<file path="src/rtl/stopwatch_timer_dp.sv">
// stopwatch_timer_dp: parametrised up/down stopwatch-timer datapath with preset load and lap capture
module stopwatch_timer_dp #(
    parameter int CLK_HZ   = 100_000_000,
    parameter int TICK_HZ  = 100,
    parameter int HOUR_MAX = 24
) (
    input  logic       clk,
    input  logic       reset,
    input  logic       run,
    input  logic       clear,
    input  logic       mode_down,
    input  logic       load,
    input  logic [6:0] pre_msec,
    input  logic [5:0] pre_sec,
    input  logic [5:0] pre_min,
    input  logic [4:0] pre_hour,
    input  logic       lap_capture,
    output logic [6:0] msec,
    output logic [5:0] sec,
    output logic [5:0] min,
    output logic [4:0] hour,
    output logic [6:0] lap_msec,
    output logic [5:0] lap_sec,
    output logic [5:0] lap_min,
    output logic [4:0] lap_hour,
    output logic       lap_valid,
    output logic       tick,
    output logic       wrap,
    output logic       expired
);
    localparam int DIV = CLK_HZ / TICK_HZ;
    localparam int PW = $clog2(DIV);
    localparam logic [PW-1:0] PSC_TOP = PW'(DIV - 1);
    localparam logic [6:0] MS_TOP = 7'(TICK_HZ - 1);
    localparam logic [4:0] HR_TOP = 5'(HOUR_MAX - 1);

    logic [PW-1:0] psc_q, psc_d;
    logic [6:0] msec_q, msec_d, lap_msec_q;
    logic [5:0] sec_q, sec_d, lap_sec_q;
    logic [5:0] min_q, min_d, lap_min_q;
    logic [4:0] hour_q, hour_d, lap_hour_q;
    logic expired_q, expired_d, lap_valid_q, tick_q, wrap_q;
    logic adv, tick_en, wrap_en, all_zero;
    logic m_top, s_top, mi_top, h_top, m_z, s_z, mi_z;

    // clear and load own the cycle, so the prescaler only advances when neither is present
    assign adv      = run & ~expired_q & ~clear & ~load;
    assign tick_en  = adv & (psc_q == PSC_TOP);
    assign m_top    = msec_q == MS_TOP;
    assign s_top    = sec_q == 6'd59;
    assign mi_top   = min_q == 6'd59;
    assign h_top    = hour_q == HR_TOP;
    assign m_z      = msec_q == '0;
    assign s_z      = sec_q == '0;
    assign mi_z     = min_q == '0;
    assign all_zero = m_z & s_z & mi_z & (hour_q == '0);
    assign wrap_en  = tick_en & ~mode_down & m_top & s_top & mi_top & h_top;

    // next-state for prescaler, the four time fields and the expiry flag
    always_comb begin
        psc_d     = psc_q;
        msec_d    = msec_q;
        sec_d     = sec_q;
        min_d     = min_q;
        hour_d    = hour_q;
        expired_d = expired_q;
        if (clear) begin
            psc_d     = '0;
            msec_d    = '0;
            sec_d     = '0;
            min_d     = '0;
            hour_d    = '0;
            expired_d = 1'b0;
        end else if (load) begin
            psc_d     = '0;
            msec_d    = (pre_msec > MS_TOP) ? MS_TOP : pre_msec;
            sec_d     = (pre_sec > 6'd59) ? 6'd59 : pre_sec;
            min_d     = (pre_min > 6'd59) ? 6'd59 : pre_min;
            hour_d    = (pre_hour > HR_TOP) ? HR_TOP : pre_hour;
            expired_d = 1'b0;
        end else if (tick_en) begin
            psc_d = '0;
            if (mode_down && all_zero) begin
                expired_d = 1'b1;
            end else if (mode_down) begin
                msec_d = m_z ? MS_TOP : msec_q - 7'd1;
                sec_d  = m_z ? (s_z ? 6'd59 : sec_q - 6'd1) : sec_q;
                min_d  = (m_z & s_z) ? (mi_z ? 6'd59 : min_q - 6'd1) : min_q;
                hour_d = (m_z & s_z & mi_z) ? hour_q - 5'd1 : hour_q;
            end else begin
                msec_d = m_top ? '0 : msec_q + 7'd1;
                sec_d  = m_top ? (s_top ? '0 : sec_q + 6'd1) : sec_q;
                min_d  = (m_top & s_top) ? (mi_top ? '0 : min_q + 6'd1) : min_q;
                hour_d = (m_top & s_top & mi_top) ? (h_top ? '0 : hour_q + 5'd1) : hour_q;
            end
        end else if (adv) begin
            psc_d = psc_q + 1'b1;
        end
    end

    // datapath registers; all fields commit on the same edge so the display never tears
    always_ff @(posedge clk) begin
        if (reset) begin
            psc_q     <= '0;
            msec_q    <= '0;
            sec_q     <= '0;
            min_q     <= '0;
            hour_q    <= '0;
            expired_q <= 1'b0;
            tick_q    <= 1'b0;
            wrap_q    <= 1'b0;
        end else begin
            psc_q     <= psc_d;
            msec_q    <= msec_d;
            sec_q     <= sec_d;
            min_q     <= min_d;
            hour_q    <= hour_d;
            expired_q <= expired_d;
            tick_q    <= tick_en;
            wrap_q    <= wrap_en;
        end
    end

    // lap snapshot takes the pre-edge field values, independent of clear/load
    always_ff @(posedge clk) begin
        if (reset) begin
            lap_msec_q  <= '0;
            lap_sec_q   <= '0;
            lap_min_q   <= '0;
            lap_hour_q  <= '0;
            lap_valid_q <= 1'b0;
        end else if (lap_capture) begin
            lap_msec_q  <= msec_q;
            lap_sec_q   <= sec_q;
            lap_min_q   <= min_q;
            lap_hour_q  <= hour_q;
            lap_valid_q <= 1'b1;
        end
    end

    assign msec      = msec_q;
    assign sec       = sec_q;
    assign min       = min_q;
    assign hour      = hour_q;
    assign lap_msec  = lap_msec_q;
    assign lap_sec   = lap_sec_q;
    assign lap_min   = lap_min_q;
    assign lap_hour  = lap_hour_q;
    assign lap_valid = lap_valid_q;
    assign tick      = tick_q;
    assign wrap      = wrap_q;
    assign expired   = expired_q;
endmodule

</file>
<file path="config.mk">
export PLATFORM = sky130hd
export DESIGN_NAME = stopwatch_timer_dp
export DESIGN_NICKNAME = d
export VERILOG_FILES = /design/src/rtl/stopwatch_timer_dp.sv
export SDC_FILE = /design/constraint.sdc
export NUM_CORES = 1
export LEC_CHECK = 0
export CAP_MARGIN = 15
export CORE_AREA = 2 2 83 105
export DETAILED_ROUTE_END_ITERATION = 7
export DIE_AREA = 0 0 85 107
export PLACE_DENSITY = 0.86
export SYNTH_ARGS = -nofsm -noshare
export SYNTH_HDL_FRONTEND = slang
export SYNTH_SLANG_ARGS = --single-unit
</file>
<file path="constraint.sdc">
create_clock -name clk -period 3.2 [get_ports clk]
set_input_delay 0.64 -clock clk [delete_from_list [all_inputs] [get_ports clk]]
set_output_delay 0.64 -clock clk [all_outputs]
set_load 0.01 [all_outputs]
</file>
# Yosys cells after proc, flatten, opt, wreduce, memory -nomap -nowiden
# Cells that the tools add are included.
classes:
  n_eq_ne: 9
  n_mux: 33
  bitwise: 18
  magnitude_cmp: 4
  reduce_logical: 17
  n_addsub: 9
op_table:
  columns: ["cell", "n"]
  rows:
  - ["$mux 6", 18]
  - ["$mux 7", 7]
  - ["$mux 5", 8]
  - ["$add 20x1->20 const B", 1]
  - ["$eq 20x20->1 const B", 1]
  - ["$and 1x1->1", 14]
  - ["$add 6x1->6 const B", 2]
  - ["$eq 6x6->1 const B", 2]
  - ["$gt 6x6->1 const B", 2]
  - ["$logic_not 6->1", 2]
  - ["$reduce_and 4->1", 3]
  - ["$sub 6x1->6 const B", 2]
  - ["$ne 3x1->1 const B", 3]
  - ["$reduce_bool 3->1", 3]
  - ["$add 7x1->7 const B", 1]
  - ["$eq 7x7->1 const B", 1]
  - ["$gt 7x7->1 const B", 1]
  - ["$logic_not 7->1", 1]
  - ["$sub 7x1->7 const B", 1]
  - ["$add 5x1->5 const B", 1]
  - ["$eq 5x5->1 const B", 1]
  - ["$gt 5x5->1 const B", 1]
  - ["$logic_not 5->1", 1]
  - ["$sub 5x1->5 const B", 1]
  - ["8 further kinds", 12]
word_totals:
  ff_bits: 72

# Longest topological paths before layout
depth:
  ltp_word: 10
  depth_mapped: 9
  depth_no_buf: 7

# Worst setup path before layout
# No wires, ideal clock.
synth_timing:
  kind: "input -> register"
  start: "input port load"
  end: "register msec_q[5] (netlist: msec[5])"
  required_ps: 3081
  path_slack_ps: 846
  t_arrival_ps: 2236
  cell_stages: 7
  n_path_buf: 2
  setup_ps: 119
  cell_sequence: "buf_2 nor4b_4 nand3_1 a211oi_2 buf_4 o211ai_1 o221a_2"
synth_via:
  elab_chain_cells: 5
  word_cells_on_any_way: 7
  cone_classes: "eq/ne: 1; mux: 1; bitwise: 3; reduce/logical: 2"
synth_lines:
  columns: ["item", "line_no", "rtl"]
  rows:
  - ["start, declared", "12", "input logic load,"]
  - ["$not 1->1", "47", "assign adv = run & ~expired_q & ~clear & ~load;"]
  - ["$and 1x1->1", "47", null]
  - ["$and 1x1->1", "48", "assign tick_en = adv & (psc_q == PSC_TOP);"]
  - ["$reduce_bool 2->1 (no line)", null, null]
  - ["$reduce_and 2->1 (no line)", null, null]
  - ["end signal, assigned", "114", "msec_q <= msec_d;"]
  - ["end, declared", "38", "logic [6:0] msec_q, msec_d, lap_msec_q;"]
# Parallel ways exist; a longest one is shown, timed or not.
# A chain may end at the register's enable or synchronous reset.

# Worst setup path after layout
layout_timing:
  start: "register sec_q[0] (netlist: sec[0])"
  end: "register sec_q[5] (netlist: sec[5])"
layout_via:
  elab_chain_cells: 7
  word_cells_on_any_way: 18
  cone_classes: "add/sub: 2; eq/ne: 2; mux: 8; bitwise: 3; reduce/logical: 3"
layout_lines:
  columns: ["item", "line_no", "rtl"]
  rows:
  - ["start, declared", "39", "logic [5:0] sec_q, sec_d, lap_sec_q;"]
  - ["start signal, assigned", "106", "sec_q <= '0;"]
  - ["start signal, assigned", "115", "sec_q <= sec_d;"]
  - ["$add 6x1->6 (tied with other cells)", "92", "sec_d = m_top ? (s_top ? '0 : sec_q + 6'd1) : sec_q;"]
  - ["$mux 6 (tied with other cells) (2 in series)", "92", null]
  - ["$mux 6 / $and 1x1->1 (equally long branches)", "85, 56", null]
  - ["$mux 6 / $logic_and 1x1->1 (equally long branches)", "83", "if (mode_down && all_zero) begin"]
  - ["$mux 6 / $ne 2x2->1 (equally long branches)", null, null]
  - ["$mux 6 / $reduce_and 4->1 (equally long branches)", null, null]
# Parallel ways exist; a longest one is shown, timed or not. The select of a mux whose other input is x is not followed.

==> run summary <==
outcome - complete, no violations
Synth Net Count - 593
GRT overflow - 0
Synth warnings - 0
RePlAce Congestion - 0.9989
register area share after synthesis - 0.3116
Lkg Pwr - 2.055 nW
clock tree from TritonCTS - yes
Chip Height - 107 µm
worst skew pair latency - 0.37 ns
HP Start - lap_valid
clock buffer depth - 2
Fmax - 365.8 MHz
Wirelength per Cell - 17.73 µm
final core utilization - 0.6971
initial antenna violation count - 0
overall power - 2.035 mW
Max FO, Critical Path - 11
Rows - 37
full die area - 9095 µm²
vias in the first global route - 4422
Post-Layout Inst Area - 5648 µm²
ANT cells - 0
Slew @ Worst Pin - 0.8553 ns
RSZ-0062 raised after global routing - false
post-synth top area cell - dfxtp_1
max-slew headroom at the worst pin - 0.4288
Crit Path Class - reg2reg
chip width - 85 µm
Final Max Slew Viols - 0
kind of end point of the critical path - register
Routed Wire Length - 12.76 mm
clock sinks - 72
first-pass GRT wire length - 21.01 mm
Yosys reg bits - 72
Tcrit/Tclk final - 0.8544
post-cts sizing count - 0
clock period minus final worst setup slack - 2.734 ns
CP startpoint kind - register
Post-synth top flop - dfxtp_1
number of synthesized flops with an enable pin - 0
# DRC - 0
vias - 4499
DP Area - 5460 µm²
IO Port Bufs - 82
final setup margin - 0.4660 ns
placed cell count - 704
Post-Syn Area - 4626 µm²
crit path from - sec[0]
CTS clk-pin slew, worst paths - 0.08 ns
final hold violation count - 0
Total Routing Usage GR - 0.2856
share of cells above drive strength 1 - 0.1027
largest net degree at the start of global routing - 45
syn avg cell area - 8.426 µm²
number of post-CTS setup repair buffers - 0
post-synth top area share - 0.3116
worst-case clock skew - 0.01198 ns
pwr dens - 360.3 nW/µm²
dpl hpwl - 9.005 mm
Pre-antenna DRT Iters - 6
Gate Count Post-Synth - 549
Synth top cells by count - dfxtp_1, nor2_1, nand2_1
TritonCTS buffer count - 9
top cells by area, synth - dfxtp_1, mux2i_1, nor2_1, o21ai_0, ha_1
Max Cap Viol - 0
worst hold margin - 0.4853 ns
Synth cell types - 78
post-route setup TNS - 0 ns
initial DRC count - 405
drt via density - 6.249
# hold bufs at CTS - 0
final net count - 662
Core Area - 8102 µm²
# setup viols final - 0
Crit path required time - 3.45 ns
Ports - 83
worst ir drop on vdd - 0.2890 mV
Layout Cells excl Fill - 720
Synth async-reset ratio - 0
Synth-to-Final Area Change - 22.10%
worst slack, placed - 0.2568 ns
post-route ant nets - 0
root buf cell - clkbuf_8
most numerous cell in the Yosys netlist - dfxtp_1
Initial Utilization - 0.5710
critical register-to-register path startpoint - sec[0]
Fill cells - 668
Critical Path AT - 2.99 ns
Hold Path Class - reg2reg
H-tree levels - 3
==> critical path, cell delays in order (launching register included) <==
cell and delay [ns]:
dfxtp_1 0.55, inv_1 0.15, ha_1 0.24, and2b_2 0.22, and4_1 0.21, a211oi_2 0.71
a21oi_4 0.20, mux2_2 0.32
==> cells in the final DEF (no fill, tap or decap), types with 4 or more instances in the layout <==
cell type / count
clkdlybuf4s50_1: 81
dfxtp_1: 72
nor2_1: 61
nand2_1: 41
mux2i_1: 35
o21ai_0: 34
inv_1: 19
nand3_1: 17
nand4_1: 17
buf_4: 16
xnor2_1: 15
xor2_1: 15
a21oi_1: 14
ha_1: 13
nor3_1: 11
o211ai_1: 10
and3_1: 9
o2111ai_1: 9
clkbuf_8: 9
and2_1: 8
a31oi_1: 6
nor4_1: 4
nor3b_1: 4
or3_1: 4
a21o_1: 4
o221ai_1: 4
==> final timing paths <==
| check | end | slack [ns] | cells past startpoint |
|---|---|---|---|
| max | sec[5] | 0.47 | 7 |
| min | lap_valid | 0.49 | 2 |
| max reg2reg | sec[5] | 0.47 | 7 |
| min reg2reg | lap_valid | 0.49 | 2 |
==> power by group <==
| group | internal [mW] | leakage, nW | switching, mW | total, mW |
|---|---|---|---|---|
| combinational | 0.172 | 1.38 | 0.195 | 0.367 |
| sequential | 0.915 | 0.584 | 0.0357 | 0.951 |
| clock | 0.356 | 0.0920 | 0.361 | 0.717 |
| total | 1.44 | 2.06 | 0.591 | 2.04 |
==> cells by family (layout without fill, tap and decap cells) <==
| kind of cell | after synthesis | in the layout | synth area share |
|---|---|---|---|
| AO/OA/AOI/OAI | 118 | 118 | 0.1853 |
| XOR/XNOR | 30 | 30 | 0.05680 |
| adder cells (fa/ha/maj) | 13 | 13 | 0.03516 |
| buffers and inverters | 59 | 133 | 0.06411 |
| flip-flops | 72 | 72 | 0.3116 |
| multiplexers | 37 | 37 | 0.08061 |
| AND/OR/NAND/NOR | 220 | 220 | 0.2664 |
==> state kept, by name (all words and copies together) (netlist names) <==
name and count:
lap_sec 6, sec 6, wrap 1, psc_q 20, min 6, lap_msec 7
hour 5, lap_min 6, tick 1, msec 7, lap_valid 1, lap_hour 5
expired 1
==> routing by layer <==
layer | GRT usage | wire, µm | up-vias
met5 | 0 | 0 | -
met4 | 0.1610 | 438 | 0
met3 | 0.03156 | 646 | 43
met2 | 0.4894 | 6423 | 189
met1 | 0.3440 | 5256 | 2135
li1 | - | - | 2132
==> area by class of cell <==
class / instances / area, µm² / area share
Sequential cell: 72 / 1441 / 0.2552
Tap cell: 97 / 121.4 / 0.02149
Timing Repair Buffer: 98 / 935.9 / 0.1657
Clock buffer: 10 / 127.6 / 0.02260
Clock inverter: 6 / 60.06 / 0.01063
Inverter: 19 / 71.32 / 0.01263
Multi-Input combinational cell: 418 / 2890 / 0.5117
Note: power is estimated with default switching activity, not from simulation.
